--- src/rtl/uart_tx_fifo.sv ---
// Byte FIFO in front of a UART transmitter: valid/ready write port in, send/busy handshake out.
// The head byte is only popped once the UART acknowledges it by raising busy.
module uart_tx_fifo #(
  parameter int DEPTH_LOG2   = 4,
  parameter int BUSY_TIMEOUT = 1023
) (
  input  logic                  ipClk,
  input  logic                  ipReset,
  input  logic [7:0]            ipWrData,
  input  logic                  ipWrValid,
  output logic                  opWrReady,
  output logic [7:0]            opTxData,
  output logic                  opTxSend,
  input  logic                  ipTxBusy,
  output logic [DEPTH_LOG2:0]   opCount,
  output logic                  opEmpty,
  output logic                  opOverflow,
  output logic                  opTimeout,
  output logic [1:0]            opState
);

  // Handshakes: a byte moves on the write port in any cycle where
  // ipWrValid && opWrReady; the UART takes opTxData when it sees opTxSend
  // and answers by raising ipTxBusy, which is what pops the head entry.

  localparam int Depth  = 1 << DEPTH_LOG2;
  localparam int TimerW = $clog2(BUSY_TIMEOUT + 1);

  localparam logic [DEPTH_LOG2:0]   CountOne  = 1;
  localparam logic [DEPTH_LOG2:0]   CountFull = Depth[DEPTH_LOG2:0];
  localparam logic [DEPTH_LOG2-1:0] PtrOne    = 1;
  localparam logic [TimerW-1:0]     TimerOne  = 1;
  localparam logic [TimerW-1:0]     TimerLast = TimerW'(BUSY_TIMEOUT - 1);

  typedef enum logic [1:0] {
    stIdle    = 2'd0,
    stSend    = 2'd1,
    stRelease = 2'd2
  } state_t;

  state_t                  state;
  logic [7:0]              mem [Depth];
  logic [DEPTH_LOG2-1:0]   wrPtr;
  logic [DEPTH_LOG2-1:0]   rdPtr;
  logic [TimerW-1:0]       timer;
  logic                    wrEn;
  logic                    pop;

  assign opWrReady = (opCount != CountFull);
  assign opEmpty   = (opCount == '0);
  assign opState   = state;
  assign wrEn      = ipWrValid && opWrReady;
  assign pop       = (state == stSend) && ipTxBusy;

  always_ff @(posedge ipClk) begin
    if (wrEn) mem[wrPtr] <= ipWrData;
  end

  always_ff @(posedge ipClk) begin
    if (ipReset) begin
      wrPtr      <= '0;
      rdPtr      <= '0;
      opCount    <= '0;
      opOverflow <= 1'b0;
    end else begin
      opOverflow <= ipWrValid && !opWrReady;
      if (wrEn) wrPtr <= wrPtr + PtrOne;
      if (pop)  rdPtr <= rdPtr + PtrOne;
      case ({wrEn, pop})
        2'b10:   opCount <= opCount + CountOne;
        2'b01:   opCount <= opCount - CountOne;
        default: opCount <= opCount;
      endcase
    end
  end

  always_ff @(posedge ipClk) begin
    if (ipReset) begin
      state     <= stIdle;
      opTxSend  <= 1'b0;
      opTxData  <= 8'h00;
      opTimeout <= 1'b0;
      timer     <= '0;
    end else begin
      opTimeout <= 1'b0;
      case (state)
        stIdle: begin
          opTxSend <= 1'b0;
          if (!opEmpty && !ipTxBusy) begin
            opTxData <= mem[rdPtr];
            timer    <= '0;
            opTxSend <= 1'b1;
            state    <= stSend;
          end
        end
        stSend: begin
          if (ipTxBusy) begin
            opTxSend <= 1'b0;
            state    <= stRelease;
          end else if (timer == TimerLast) begin
            // Give up on this attempt; the head stays queued and is re-sent from IDLE.
            opTimeout <= 1'b1;
            opTxSend  <= 1'b0;
            state     <= stIdle;
          end else if (timer != '1) begin
            timer <= timer + TimerOne;
          end
        end
        stRelease: begin
          opTxSend <= 1'b0;
          state    <= stIdle;
        end
        default: begin
          opTxSend <= 1'b0;
          state    <= stIdle;
        end
      endcase
    end
  end

endmodule

--- config.mk ---
export PLATFORM = sky130hd
export DESIGN_NAME = uart_tx_fifo
export DESIGN_NICKNAME = d
export VERILOG_FILES = /design/src/rtl/uart_tx_fifo.sv
export SDC_FILE = /design/constraint.sdc
export NUM_CORES = 1
export LEC_CHECK = 0
export ABC_AREA = 0
export BUFFER_PORTS_ARGS = -buffer_cell sky130_fd_sc_hd__buf_2
export CAP_MARGIN = 20
export CORE_AREA = 4 4 145 147
export DETAILED_ROUTE_END_ITERATION = 10
export DIE_AREA = 0 0 149 151
export GPL_TIMING_DRIVEN = 0
export PLACE_DENSITY = 0.6
export SLEW_MARGIN = 20
export SYNTH_ARGS = -nofsm -noshare
export SYNTH_HDL_FRONTEND = slang
export SYNTH_SLANG_ARGS = --single-unit
--- constraint.sdc ---
create_clock -name ipClk -period 5.8 [get_ports ipClk]
set_input_delay 0.29 -clock ipClk [delete_from_list [all_inputs] [get_ports ipClk]]
set_output_delay 0.29 -clock ipClk [all_outputs]
set_load 0.005 [all_outputs]
==> impl.org <==
** STA
- On the final layout, the worst clock skew is 0.0134 ns.
- The worst path meets setup with 2.46 ns of slack.
- The final-report max-slew violation count was 0.
- Derived from the worst setup path, the maximum achievable clock frequency is 299 MHz.
- Measured against its own limit, the worst slew margin works out to 0.386.
- Final period util :: 0.576
- The routed design could run at a clock period as short as 3.34 ns.
- Number of failing hold endpoints at the final stage :: 0
- Measured slew at the worst slew-check pin :: 0.918 ns
- Setup repair after global routing left no endpoint under its margin.
- Post-route setup TNS :: 0 ns
- Setup Viol. Count Final :: 0

** Synthesis
- Of the total synthesized cell area, the portion taken by full adders, half adders and majority gates is 0.0184.
- Post-Synthesis Net Count :: 491
- Summing every instance area after synthesis gives 6810 µm².
- A synthesized cell averages 14.5 µm².
- Measured against the total synthesized area, the mux share comes to 0.106.
- Count of distinct cell types in the synthesized netlist :: 51
- Part of the Yosys area used for sequential elements :: 0.671
- The share of the synthesized area in compound gates (AO/OA/AOI/OAI) is 0.0768.
- Synth Instances :: 469
- Post-synthesis register bit count :: 164
- Synth warn :: 0
- By area, the combinational part of the netlist is dominated by multiplexers.
- Simple-gate portion of the synthesized area :: 0.0963
- EDFF count, synth :: 128
- Post-Synth XOR/XNOR Area :: 0.0116
- Synth async-reset ratio :: 0
- Most common flop cell mapped by yosys :: sky130_fd_sc_hd__edfxtp_1

** CTS
- After clock tree synthesis, the clock-pin slew on the worst setup and hold paths is 0.06 ns.
- CTS tree :: done
- The H-tree was split into 4 levels.
- Clk root buf :: sky130_fd_sc_hd__clkbuf_16
- The clock reaches the later pin of the worst-skew pair after 0.43 ns.
- Cts repair resizes :: 0
- Buffers inserted during clock tree synthesis total 17.
- Buffer count from post-CTS setup fixing :: 0
- CTS Hold Buffers Added :: 0
- Number of clock sinks :: 164
- CTS max path bufs :: 2

** Min path
- Worst Hold Launch :: ipTxBusy
- Type of the most critical hold path :: in -> reg

** Floorplan
- Width of the chip :: 149 µm
- Total Die Area :: 22500 µm²
- For this configuration, the core starts out at a cell density of 0.342.
- 32 I/O pins were placed.
- Number of placement rows :: 52
- Area of the core :: 19900 µm²
- In this run the vertical extent of the chip is 151 µm.

** Final layout
- Synth-to-Final Area Change :: 16.2%
- Counting the fill cells in the layout gives 1886.
- The number of antenna diodes in the final layout is 0.
- In the final layout, the share of cells above drive strength 1 is 0.188.
- Final nets :: 541

** Pwr
- Clock network fraction of design power :: 0.423
- Worst vdd ir :: 166 µV
- P_sw :: 0.612 mW
- Combinational share of power :: 0.082
- Fraction of power consumed by sequential logic :: 0.494
- Power spread over the standard cell area amounts to 338 nW/µm².
- Static leakage :: 2.55 nW
- Of the total power, the share spent switching nets is 0.229.
- Internal Pwr Total :: 2.06 mW

** Detailed routing
- The detailed router finished its first iteration with 294 violations.
- Final routed DRC violation total :: 0
- In this run the remaining antenna-violating nets after routing total 0.
- Total wire length :: 14800 µm
- First-pass DRT Iterations :: 4
- In the routed layout, each cell is associated on average with a via count of 5.08.
- Average detailed-routed wire length per instance :: 18.5 µm
- For this block, the via count after detailed routing is 4073.

** Job
- Reported max-cap violation count :: 0

** Global route
- Combined global-route utilization of all metal layers :: 0.138
- Number of global-route vias before repair :: 4142
- For this run, global-route usage on met3 was measured as 0.0290.
- Global-route layer with the greatest usage :: met2
- Met2 track demand over resource :: 0.236
- Global-route wire length before repair :: 23300 µm
- The initial antenna violation count came to 0.
- Largest net degree at the start of global routing :: 17
- For this run, global-route usage on met1 was measured as 0.176.
- For this run the aggregate overflow at the end of global routing stands at 0.

** Setup path
- STA classifies the critical path startpoint as a register.
- The critical path starts at opCount[1]$_SDFFE_PP0P_.
- Maximum net fanout on the critical path :: 9
- Signal arrival time at the worst endpoint :: 3.65 ns
- Launching point of the worst reg2reg path :: opCount[1]$_SDFFE_PP0P_
- Required arrival time at the worst endpoint :: 6.11 ns
- The worst setup path is of the reg -> reg kind.
- CP endpoint kind :: register

** Status
- Result of the run :: complete, no violations

** Placed design
- Port buffering added 31 buffers.
- Global placer's final weighted congestion :: 0.795
- Worst Setup Slack post-DPL :: 2.45 ns
- The wire-length estimate of the detail-placed layout is 10000 µm.
Yosys cell counts (all sizes together) (10+ instances only):
cell type,n,area [µm²]
edfxtp,128,3840
mux4,10,225
o22ai,22,138
clkbuf,12,46.3
nor2,43,164
nor3,11,55.1
mux2i,47,470
buf,13,68.8
dfxtp,36,721
nand2,20,75.1
a311oi,11,96.3
a21oi,11,55.1
ha,10,125
power groups by stage:
stage | Clock (mW) | Combinational (mW) | Sequential (mW)
2_1_floorplan | 0 | 0.135 | 1.35
3_5_place_dp | 0 | 0.223 | 1.35
4_1_cts | 1.15 | 0.224 | 1.32
6_report | 1.13 | 0.220 | 1.32
3_3_place_gp | 0 | 0.217 | 1.35
5_1_grt | 1.20 | 0.245 | 1.33
registers in the layout (all words and copies together), names as in the netlist:
signal	count
opOverflow	1
mem	128
rdPtr	4
opTimeout	1
opState	2
opTxSend	1
timer	10
opCount	5
opTxData	8
wrPtr	4
critical path, stage by stage, from the launching register on:
cell and delay (ns):
sky130_fd_sc_hd__dfxtp_1 0.32, sky130_fd_sc_hd__buf_6 0.13, sky130_fd_sc_hd__nor4_2 0.50, sky130_fd_sc_hd__a21boi_1 0.30, sky130_fd_sc_hd__inv_1 0.15, sky130_fd_sc_hd__ha_1 0.14, sky130_fd_sc_hd__buf_2 0.19, sky130_fd_sc_hd__xor2_1 0.17
sky130_fd_sc_hd__ha_1 0.23, sky130_fd_sc_hd__a21oi_1 0.09, sky130_fd_sc_hd__or3b_2 0.45, sky130_fd_sc_hd__a31oi_1 0.20, sky130_fd_sc_hd__mux2_2 0.35
cell type report:
| cell class | count | area [µm²] | share of cell area |
|---|---|---|---|
| clock inverters | 12 | 154 | 0.0195 |
| clock buffers | 20 | 437 | 0.0552 |
| plain buffers | 25 | 115 | 0.0146 |
| multi-input cells | 273 | 2120 | 0.268 |
| well taps | 270 | 338 | 0.0427 |
| flip-flops and latches | 164 | 4560 | 0.577 |
| repair buffers | 31 | 155 | 0.0196 |
| inverters | 7 | 26.3 | 0.00332 |
per-layer routing:
layer | up-vias | routed length [µm] | part of all wire
met2 | 79 | 7670 | 0.52
met3 | 8 | 599 | 0.040
met5 | - | 0 | 0
li1 | 1918 | - | -
met4 | 0 | 133 | 0.0090
met1 | 2068 | 6420 | 0.43
metrics by stage:
step | instance area (µm²) | utilization | total power [mW] | hold WS (ns) | instances
after floorplan | 6810 | - | 1.48 | 0.369 | 469
after global placement | 7300 | 0.367 | 1.56 | 0.476 | 770
after detailed placement | 7320 | 0.368 | 1.57 | 0.495 | 770
after CTS | 7910 | 0.397 | 2.70 | 0.145 | 802
after global routing | 7910 | 0.397 | 2.78 | 0.156 | 802
final | 7910 | 0.397 | 2.68 | 0.166 | 802
cell usage in the layout, fill, tap and decap left out, drive strengths merged, types with 9 or more instances in the layout:
cell type  count
a21oi         11
a311oi        11
buf           44
clkbuf        32
dfxtp         36
edfxtp       128
ha            10
inv            9
mux2i         47
mux4          10
nand2         20
nor2          43
nor3          11
o22ai         22
path summary, 6_finish.rpt:
path | endpoint | slack, ns | cells after the start
max | opCount[4]$_SDFFE_PP0P_ | 2.46 | 12
min | opTimeout$_SDFF_PP0_ | 0.17 | 2
max reg2reg | opCount[4]$_SDFFE_PP0P_ | 2.46 | 12
min reg2reg | opTxData[3]$_SDFFE_PP0P_ | 0.50 | 2
cells by family after synthesis:
logic type / after synthesis
flip-flops: 164
AND/OR/NAND/NOR: 122
AO/OA/AOI/OAI: 73
multiplexers: 59
buffers and inverters: 32
adder cells (fa/ha/maj): 10
XOR/XNOR: 9
Note: power is estimated with default switching activity, not from simulation.
